==> src/rtl/wb_regfile_if.sv <==
// Bus between the ID/WB pipeline stages and wb_regfile: writeback commit,
// two operand reads, destination issue, and the hazard/error returns.
interface wb_regfile_if #(
  parameter int DATA_W = 64,
  parameter int ADDR_W = 3
);
  logic              WRegEn_WB;
  logic [ADDR_W-1:0] WReg1_WB;
  logic [DATA_W-1:0] Dout_WB;
  logic [ADDR_W-1:0] RReg1_ID;
  logic [ADDR_W-1:0] RReg2_ID;
  logic              REn1_ID;
  logic              REn2_ID;
  logic [DATA_W-1:0] Rdata1_ID;
  logic [DATA_W-1:0] Rdata2_ID;
  logic              IssueEn_ID;
  logic [ADDR_W-1:0] IssueReg_ID;
  logic              Stall_ID;
  logic              SbErr;

  modport master (
    output WRegEn_WB, WReg1_WB, Dout_WB,
    output RReg1_ID, RReg2_ID, REn1_ID, REn2_ID,
    output IssueEn_ID, IssueReg_ID,
    input  Rdata1_ID, Rdata2_ID, Stall_ID, SbErr
  );

  modport slave (
    input  WRegEn_WB, WReg1_WB, Dout_WB,
    input  RReg1_ID, RReg2_ID, REn1_ID, REn2_ID,
    input  IssueEn_ID, IssueReg_ID,
    output Rdata1_ID, Rdata2_ID, Stall_ID, SbErr
  );
endinterface

==> src/rtl/wb_regfile.sv <==
// Writeback register file with per-register pending-write scoreboard.
// Define WB_BYPASS_EN for same-cycle WB-to-ID forwarding and hazard relief.
module wb_regfile #(
  parameter int DATA_W = 64,
  parameter int ADDR_W = 3
) (
  input  logic        clk,
  input  logic        rst,
  wb_regfile_if.slave bus
);
  localparam int DEPTH = 1 << ADDR_W;

  logic [DATA_W-1:0]          mem_q [DEPTH];
  logic [DEPTH-1:0][1:0]      cnt_q;
  logic [DEPTH-1:0][1:0]      cnt_d;
  logic [DEPTH-1:0]           err_vec;
  logic                       sberr_q;
  logic                       sberr_d;
  logic                       iss;
  logic                       haz_a;
  logic                       haz_b;
  logic [DATA_W-1:0]          rdata1;
  logic [DATA_W-1:0]          rdata2;

  // Only the count that existed before this edge matters, so a source equal
  // to the issuing destination never hazards against itself.
  always_comb begin
    haz_a  = bus.REn1_ID && (cnt_q[bus.RReg1_ID] != 2'd0);
    haz_b  = bus.REn2_ID && (cnt_q[bus.RReg2_ID] != 2'd0);
    rdata1 = mem_q[bus.RReg1_ID];
    rdata2 = mem_q[bus.RReg2_ID];
`ifdef WB_BYPASS_EN
    if (bus.WRegEn_WB && (bus.WReg1_WB == bus.RReg1_ID)) begin
      rdata1 = bus.Dout_WB;
      if (cnt_q[bus.RReg1_ID] == 2'd1) haz_a = 1'b0;
    end
    if (bus.WRegEn_WB && (bus.WReg1_WB == bus.RReg2_ID)) begin
      rdata2 = bus.Dout_WB;
      if (cnt_q[bus.RReg2_ID] == 2'd1) haz_b = 1'b0;
    end
`else
`endif
  end

  assign iss = bus.IssueEn_ID && !(haz_a || haz_b);

  generate
    for (genvar gi = 0; gi < DEPTH; gi++) begin : g_sb
      logic inc;
      logic dec;
      assign inc = iss && (bus.IssueReg_ID == ADDR_W'(gi));
      assign dec = bus.WRegEn_WB && (bus.WReg1_WB == ADDR_W'(gi));
      // Saturate at both ends; the error flag records the lost event.
      assign cnt_d[gi] = (inc && !dec && cnt_q[gi] != 2'd3) ? cnt_q[gi] + 2'd1 :
                         (dec && !inc && cnt_q[gi] != 2'd0) ? cnt_q[gi] - 2'd1 :
                         cnt_q[gi];
      assign err_vec[gi] = (inc && !dec && cnt_q[gi] == 2'd3) ||
                           (dec && !inc && cnt_q[gi] == 2'd0);
    end
  endgenerate

  assign sberr_d = sberr_q | (|err_vec);

  always_ff @(posedge clk or posedge rst) begin
    if (rst) begin
      for (int i = 0; i < DEPTH; i++) mem_q[i] <= '0;
      cnt_q   <= '0;
      sberr_q <= 1'b0;
    end else begin
      if (bus.WRegEn_WB) mem_q[bus.WReg1_WB] <= bus.Dout_WB;
      cnt_q   <= cnt_d;
      sberr_q <= sberr_d;
    end
  end

  assign bus.Rdata1_ID = rdata1;
  assign bus.Rdata2_ID = rdata2;
  assign bus.Stall_ID  = haz_a || haz_b;
  assign bus.SbErr     = sberr_q;
endmodule

==> src/flat_wrapper.sv <==
// flat-port wrapper written by rule: the top's interface ports become plain ports
module wb_regfile_flat 
#(
  parameter int DATA_W = 64,
  parameter int ADDR_W = 3
)
  (clk, rst, bus_WRegEn_WB, bus_WReg1_WB, bus_Dout_WB, bus_RReg1_ID, bus_RReg2_ID, bus_REn1_ID, bus_REn2_ID, bus_IssueEn_ID, bus_IssueReg_ID, bus_Rdata1_ID, bus_Rdata2_ID, bus_Stall_ID, bus_SbErr);
  wb_regfile_if #(.DATA_W(DATA_W), .ADDR_W(ADDR_W)) bus_i ();
  input  logic clk;
  input  logic rst;
  input wire logic [$bits(bus_i.WRegEn_WB)-1:0] bus_WRegEn_WB;
  input wire logic [$bits(bus_i.WReg1_WB)-1:0] bus_WReg1_WB;
  input wire logic [$bits(bus_i.Dout_WB)-1:0] bus_Dout_WB;
  input wire logic [$bits(bus_i.RReg1_ID)-1:0] bus_RReg1_ID;
  input wire logic [$bits(bus_i.RReg2_ID)-1:0] bus_RReg2_ID;
  input wire logic [$bits(bus_i.REn1_ID)-1:0] bus_REn1_ID;
  input wire logic [$bits(bus_i.REn2_ID)-1:0] bus_REn2_ID;
  input wire logic [$bits(bus_i.IssueEn_ID)-1:0] bus_IssueEn_ID;
  input wire logic [$bits(bus_i.IssueReg_ID)-1:0] bus_IssueReg_ID;
  output wire logic [$bits(bus_i.Rdata1_ID)-1:0] bus_Rdata1_ID;
  output wire logic [$bits(bus_i.Rdata2_ID)-1:0] bus_Rdata2_ID;
  output wire logic [$bits(bus_i.Stall_ID)-1:0] bus_Stall_ID;
  output wire logic [$bits(bus_i.SbErr)-1:0] bus_SbErr;
  assign bus_i.WRegEn_WB = bus_WRegEn_WB;
  assign bus_i.WReg1_WB = bus_WReg1_WB;
  assign bus_i.Dout_WB = bus_Dout_WB;
  assign bus_i.RReg1_ID = bus_RReg1_ID;
  assign bus_i.RReg2_ID = bus_RReg2_ID;
  assign bus_i.REn1_ID = bus_REn1_ID;
  assign bus_i.REn2_ID = bus_REn2_ID;
  assign bus_i.IssueEn_ID = bus_IssueEn_ID;
  assign bus_i.IssueReg_ID = bus_IssueReg_ID;
  assign bus_Rdata1_ID = bus_i.Rdata1_ID;
  assign bus_Rdata2_ID = bus_i.Rdata2_ID;
  assign bus_Stall_ID = bus_i.Stall_ID;
  assign bus_SbErr = bus_i.SbErr;
  wb_regfile #(.DATA_W(DATA_W), .ADDR_W(ADDR_W)) u_core (.clk(clk), .rst(rst), .bus(bus_i));
endmodule
==> config.mk <==
export PLATFORM = sky130hd
export DESIGN_NAME = wb_regfile_flat
export DESIGN_NICKNAME = d
export VERILOG_FILES = /design/src/rtl/wb_regfile_if.sv /design/src/rtl/wb_regfile.sv /design/src/flat_wrapper.sv
export SDC_FILE = /design/constraint.sdc
export NUM_CORES = 1
export LEC_CHECK = 0
export BUFFER_PORTS_ARGS = -buffer_cell sky130_fd_sc_hd__buf_2
export CORE_ASPECT_RATIO = 0.8
export CORE_MARGIN = 3
export CORE_UTILIZATION = 50
export CTS_BUF_LIST = sky130_fd_sc_hd__clkbuf_8
export DETAILED_ROUTE_END_ITERATION = 10
export PLACE_DENSITY = 0.68
export SLEW_MARGIN = 20
export SYNTH_ARGS = -nofsm -noshare
export SYNTH_HDL_FRONTEND = slang
export SYNTH_SLANG_ARGS = --single-unit
==> constraint.sdc <==
create_clock -name clk -period 18.3 [get_ports clk]
set_clock_uncertainty 0.1 [all_clocks]
set_input_delay 0.915 -clock clk [delete_from_list [all_inputs] [get_ports clk]]
set_output_delay 0.915 -clock clk [all_outputs]
set_load 0.05 [all_outputs]
==> results.yml, run 1 <==
finish:
  postLayoutCellArea_mm2: 0.0313
  area_delta_synth_final_pct: 12.5
  fin_nets: 2246
  drive_above_1_share_pct: 51.5
power_and_ir_drop:
  switching_share_pct: 34.0
  power_mw: 3.77
  clkPwrFrac_pct: 27.6
  leakage_nw: 13.8
  cell_internal_pwr_mw: 2.49
  p_switching_mw: 1.28
  p_comb_share_pct: 29.6
  vdd.ir_drop.worst_v: 0.0000780
  power_frac_seq_pct: 42.8
  p_per_area_mw_per_mm2: 120
yosys:
  yosysWarnings: 0
  syn_area_mm2: 0.0278
  syn-num-nets: 2069
  synth_edf_count: 0
  synth_cell_types: 53
  synth-seq-cells: 529
  seq_area_frac_synth_pct: 47.6
  syn_inst: 1987
  synth.avg_cell_area_um2: 14.0
  async_flop_share_pct: 100
  synth-main-ff-cell: "dfrtp_1"
cts:
  cts_buffer_depth: 3
  cts_num_sinks: 529
  tritoncts.num_buffers: 88
  cts_hold_buf: 0
  clock_latency_ns: 0.68
  cts-root-buf: "clkbuf_8"
  clk_pin_slew_ns: 0.06
  htreeDepth: 3
  cts_tree: "done"
  post_cts_buffers: 0
  cts_resized: 0
die:
  die_y_um: 217
  dieArea_mm2: 0.0585
  start_util_pct: 51.1
  core_mm2: 0.0544
  rows: 76
  die_x_um: 270
  io_pins: 212
detailed_routing:
  routed_wl_mm: 74.5
  dr_wl_met2_mm: 35.5
  wl_met3_mm: 5.39
  wl_met1_mm: 31.9
  routed-via-count: 18321
  antenna_left: 0
  via_per_inst: 6.14
  drc: 0
  wire_per_inst_um: 25.0
  drt-initial-drc-count: 1681
  routed.top_layer: "met5"
  drtPass1Iterations: 5
timing:
  finalSetupViolations: 0
  worst_slew_pin_slew_ns: 1.06
  rsz0062_at_grt: "false"
  finalWorstPathRequiredPeriod_ns: 5.31
  slew_headroom_pct: 29.2
  max_freq_ghz: 0.188
  min_period_over_period_pct: 29.0
  fin_ws_ns: 12.99
  hold_slack_ns: 0.344
  hold_viol_final: 0
  totalNegativeSetupSlack_ns: 0
  slew_viol_final: 0
run:
  cap_viol_max_count: 0
global_route:
  grt_max_degree: 163
  grt_first_pass_wirelength_mm: 116
  track_usage_pct: 25.8
  antenna_found_initial: 13
  grt_overflow: 0
  grt_pass1_vias: 19507
placement:
  pre_cts_slack_ns: 12.89
  dpl.hpwl_mm: 42.1
  io_buffers: 211
  dpl-instance-area_mm2: 0.0295
  gp_congestion: 0.826
critical_path:
  r2r_cells: 8
  worstSetupPathType: "in -> out"
  startpoint_type: "input port"
  worst-path-max-fanout: 49
  end_kind: "output pin"
  regToRegSetupSlack_ns: 15.13
  worst_r2r_endpoint: "u_core.bus.SbErr$_DFF_PP0_"
  worstPathArrival_ns: 4.30
  required_ns: 17.28
  worstReg2RegStart: "u_core.cnt_q[12]$_DFFE_PP0P_"
status:
  outcome: "finished, final reports clean"
min_path:
  hp-class: "in -> async"
[worst max-delay path by stage]
stage,to,cells after the start,slack (ns),startpoint
after floorplan,u_core.bus.SbErr$_DFF_PP0_,1,2.50,rst
after global placement,bus_Rdata1_ID[22],6,12.91,bus_RReg1_ID[0]
after detailed placement,bus_Rdata1_ID[62],6,12.89,bus_RReg1_ID[0]
after CTS,bus_Rdata1_ID[1],6,12.87,bus_RReg1_ID[0]
after global routing,bus_Rdata1_ID[62],6,12.69,bus_RReg1_ID[0]
final,bus_Rdata1_ID[1],6,12.99,bus_RReg1_ID[0]
[cells in the final DEF (no fill, tap or decap), types with 3 or more instances in the layout]
| cell | n |
|---|---|
| mux4_2 | 256 |
| nand4b_1 | 3 |
| nor3b_1 | 3 |
| mux2i_1 | 5 |
| buf_4 | 28 |
| o21ai_0 | 12 |
| a21oi_1 | 11 |
| nor2_1 | 5 |
| a21o_1 | 4 |
| inv_8 | 3 |
| nand3_1 | 6 |
| a31oi_1 | 5 |
| diode_2 | 4 |
| nand2_1 | 393 |
| a211oi_1 | 4 |
| nor2b_1 | 3 |
| nand4_1 | 9 |
| dfrtp_1 | 529 |
| buf_2 | 205 |
| nor3_1 | 10 |
| clkbuf_8 | 114 |
| buf_6 | 4 |
| mux2_2 | 514 |
| o21bai_1 | 3 |
| nor4b_1 | 3 |
| inv_1 | 47 |
| nand2b_1 | 3 |
| clkinv_2 | 10 |
[worst max-delay path: stages]
cell      delay, ns
clkbuf_8       0.53
buf_4          0.84
buf_4          0.82
mux4_2         0.60
mux2_2         0.31
buf_2          0.23
[per-layer routing]
layer / vias up / GRT usage (%)
met3: 140 / 6.71
met5: - / 0
li1: 7801 / -
met1: 9727 / 35.3
met4: 18 / 7.03
met2: 635 / 41.5
[area by class of cell]
cell class	instances	area, µm²
multi-input combinational	1294	14000
tap	741	927
inverter	11	48.8
timing repair buffer	240	1330
clock buffer	112	1540
sequential	529	13200
clock inverter	52	236
antenna	4	10.0
fill	4406	23100
[registers in the layout, indices dropped and copies added, names as in the netlist]
name and flops:
u_core.mem_q 512, u_core.cnt_q 16, u_core.bus.SbErr 1
[Yosys cell counts, types with 3 or more instances]
cell type	number	share of area [%]
o21bai_1	3	0.081
nor2b_1	3	0.068
a211oi_1	4	0.11
o21ai_0	12	0.22
buf_2	4	0.072
nand4_1	9	0.20
nand2_1	393	5.3
dfrtp_1	529	48
inv_1	11	0.15
nand3_1	6	0.11
a21oi_1	11	0.20
mux2i_1	5	0.18
nor2_1	5	0.068
or3_1	3	0.068
or2_2	3	0.068
nor3_1	12	0.22
mux2_2	514	21
a31oi_1	5	0.11
nor4b_1	3	0.095
nand4b_1	3	0.095
nand2b_1	3	0.068
clkbuf_1	100	1.4
buf_1	46	0.62
a21o_1	4	0.11
mux4_2	256	21
nor3b_1	4	0.11
[per-stage QoR]
| stage | util [%] | cells |
|---|---|---|
| 4_1_cts | 57.5 | 2979 |
| 2_1_floorplan | - | 1987 |
| 3_5_place_dp | 54.2 | 2815 |
| 6_report | 57.5 | 2983 |
| 5_1_grt | 57.5 | 2982 |
| 3_3_place_gp | 54.2 | 2815 |
[kinds of logic (layout without fill, tap and decap cells)]
kind of cell / count (synthesis) / in the layout / share of synthesized area, %
DFF: 529 / 529 / 47.6
muxes: 775 / 775 / 41.7
AOI/OAI and AO/OA: 59 / 59 / 1.47
and+or+nand+nor: 460 / 460 / 6.88
buffers and inverters: 164 / 415 / 2.30
other: 0 / 4 / 0
[power groups by stage]
stage | combinational, mW | clock (mW) | sequential [mW]
final | 1.11 | 1.04 | 1.61
after global routing | 1.19 | 1.13 | 1.64
after CTS | 1.12 | 1.07 | 1.60
after detailed placement | 1.12 | 0 | 1.62
after global placement | 1.09 | 0 | 1.60
after floorplan | 0.904 | 0 | 1.56
Note: power is estimated with default switching activity, not from simulation.
==> run 2: changes to the inputs <==
PLACE_DENSITY = 0.71   (was 0.68)
clock period = 4.7 ns   (was 18.3 ns; I/O delays follow)
==> run 2 against run 1 <==
  * Cell count is 2.1% higher
  * Largest cell class unchanged
  * Critical path type is now reg -> reg
  * Non-clock buffer count grew 71
  * Clock-buffer cell count decreased by 1
  * Flip-flop and latch count unchanged
  * Total power rose to 3.9 times the previous value
==> results.yml, run 2 (synthesis results as in run 1) <==
timing:
  slew_viol_final: 0
  rsz0062_at_grt: "false"
  worst_slew_pin_slew_ns: 1.12
  finalWorstPathRequiredPeriod_ns: 3.08
  totalNegativeSetupSlack_ns: 0
  slew_headroom_pct: 25.1
  min_period_over_period_pct: 65.6
  max_freq_ghz: 0.324
  hold_viol_final: 0
  finalSetupViolations: 0
placement:
  gp_congestion: 0.826
  dpl.hpwl_mm: 41.3
  io_buffers: 211
global_route:
  top_usage_layer: "met2"
  grt_max_degree: 176
  met1_usage_pct: 36.0
  grt_overflow: 0
  grt_pass1_vias: 19915
  track_usage_pct: 25.7
  antenna_found_initial: 7
  grt_use_met3_pct: 5.84
  grtUsageMet2_pct: 40.9
  grt_first_pass_wirelength_mm: 116
finish:
  area_delta_synth_final_pct: 15.2
  fin_nets: 2316
  largest_reg_flops: 512
  fin_util_pct: 58.9
  layout_common_cells: "dfrtp_1 (529), mux2_2 (514), nand2_1 (393)"
  drive_above_1_share_pct: 50.1
  num-fill-cells: 4250
  layout_commonest_cell: "dfrtp_1"
  top_register: "u_core.mem_q"
critical_path:
  worst-path-max-fanout: 7
  r2r_cells: 8
  worst_r2r_endpoint: "u_core.bus.SbErr$_DFF_PP0_"
  path_cells: "or3b_2 > a21oi_2 > o32ai_2 > nor3_1 > buf_4 > a31o_2 > o311ai_1 > or4_1"
  slowest_stage: "nor3_1"
  crit_path_max_incr_delay_ns: 0.57
  worstPathArrival_ns: 3.51
  required_ns: 5.13
  regToRegSetupSlack_ns: 1.62
  worstSetupPathType: "reg -> reg"
  startpoint_type: "register"
  worstReg2RegStart: "u_core.cnt_q[12]$_DFFE_PP0P_"
  end_kind: "register"
power_and_ir_drop:
  vdd.ir_drop.worst_v: 0.000272
  p_per_area_mw_per_mm2: 460
  switching_share_pct: 33.8
  cell_internal_pwr_mw: 9.75
  power_frac_seq_pct: 42.6
  clkPwrFrac_pct: 27.6
  p_comb_share_pct: 29.8
  p_switching_mw: 4.98
  leakage_nw: 14.1
cts:
  post_cts_buffers: 0
  clk_pin_slew_ns: 0.06
  cts_num_sinks: 529
  tritoncts.num_buffers: 87
  cts_tree: "done"
  clock_latency_ns: 0.67
  cts-root-buf: "clkbuf_8"
  htreeDepth: 3
  cts_buffer_depth: 3
detailed_routing:
  drtPass1Iterations: 5
  drc: 0
  wire_per_inst_um: 24.5
  routed_wl_mm: 74.5
  antenna_left: 0
  routed-via-count: 18729
  via_per_inst: 6.15
  drt-initial-drc-count: 1804
die:
  rows: 76
  io_pins: 212
  die_x_um: 270
  start_util_pct: 51.1
  die_y_um: 217
  dieArea_mm2: 0.0585
  core_mm2: 0.0544
run:
  cap_viol_max_count: 0
min_path:
  hp-class: "in -> async"
status:
  outcome: "finished, final reports clean"
==> run 2: worst max-delay path by stage <==
| stage | startpoint | to | cells after the start |
|---|---|---|---|
| detailed placement | bus_RReg1_ID[2] | u_core.bus.SbErr$_DFF_PP0_ | 9 |
| CTS | u_core.cnt_q[12]$_DFFE_PP0P_ | u_core.bus.SbErr$_DFF_PP0_ | 8 |
| global placement | bus_RReg1_ID[2] | u_core.bus.SbErr$_DFF_PP0_ | 9 |
| finish | u_core.cnt_q[12]$_DFFE_PP0P_ | u_core.bus.SbErr$_DFF_PP0_ | 8 |
| global route | u_core.cnt_q[2]$_DFFE_PP0P_ | u_core.bus.SbErr$_DFF_PP0_ | 8 |
| floorplan | rst | u_core.bus.SbErr$_DFF_PP0_ | 1 |
==> run 2: metrics by stage <==
step                      setup WS (ns)  hold slack [ns]  instances  instance area (µm²)  power (mW)
after floorplan                   -2.83            0.240       1987                27800        9.60
after global placement             1.56            0.238       2817                29600        10.5
after detailed placement           1.51            0.245       2817                29600        10.7
after CTS                          1.67           0.0535       3044                32000        14.8
after global routing               1.41           0.0919       3045                32000        15.4
final                              1.62            0.116       3047                32000        14.7
==> run 2: layout make-up <==
cell class | instances | area, µm² | share of cell area [%]
tap | 741 | 927 | 2.90
timing repair buffer | 311 | 2090 | 6.53
clock buffer | 111 | 1530 | 4.77
inverter | 11 | 45.0 | 0.141
antenna | 3 | 7.51 | 0.0235
multi-input combinational | 1294 | 13900 | 43.6
sequential | 529 | 13200 | 41.4
clock inverter | 47 | 233 | 0.727
==> run 2: worst max-delay path, delay by kind of cell (launching register included) <==
family / cells / cell delay (ns)
simple gates: 3 / 1.61
compound gates: 4 / 0.50
flops: 1 / 0.46
buf+inv: 1 / 0.27
==> run 2: per-layer routing <==
layer | share of wire [%] | vias to the layer above | routed length, µm
met2 | 47 | 697 | 35300
met3 | 7.2 | 151 | 5380
met5 | 0.068 | - | 51
li1 | - | 7935 | -
met1 | 43 | 9936 | 31900
met4 | 2.5 | 10 | 1860
==> run 2: power by group through the flow <==
| stage | clock network, mW | logic [mW] | registers, mW |
|---|---|---|---|
| 6_report | 4.06 | 4.39 | 6.27 |
| 5_1_grt | 4.38 | 4.66 | 6.39 |
| 3_5_place_dp | 0 | 4.36 | 6.31 |
| 4_1_cts | 4.17 | 4.42 | 6.24 |
| 2_1_floorplan | 0 | 3.52 | 6.08 |
| 3_3_place_gp | 0 | 4.27 | 6.20 |
==> run 2: what timing repair did <==
item	in CTS	in global routing
gates resized for setup	0	0
endpoints found under the hold margin	590	0
hold buffers	69	0
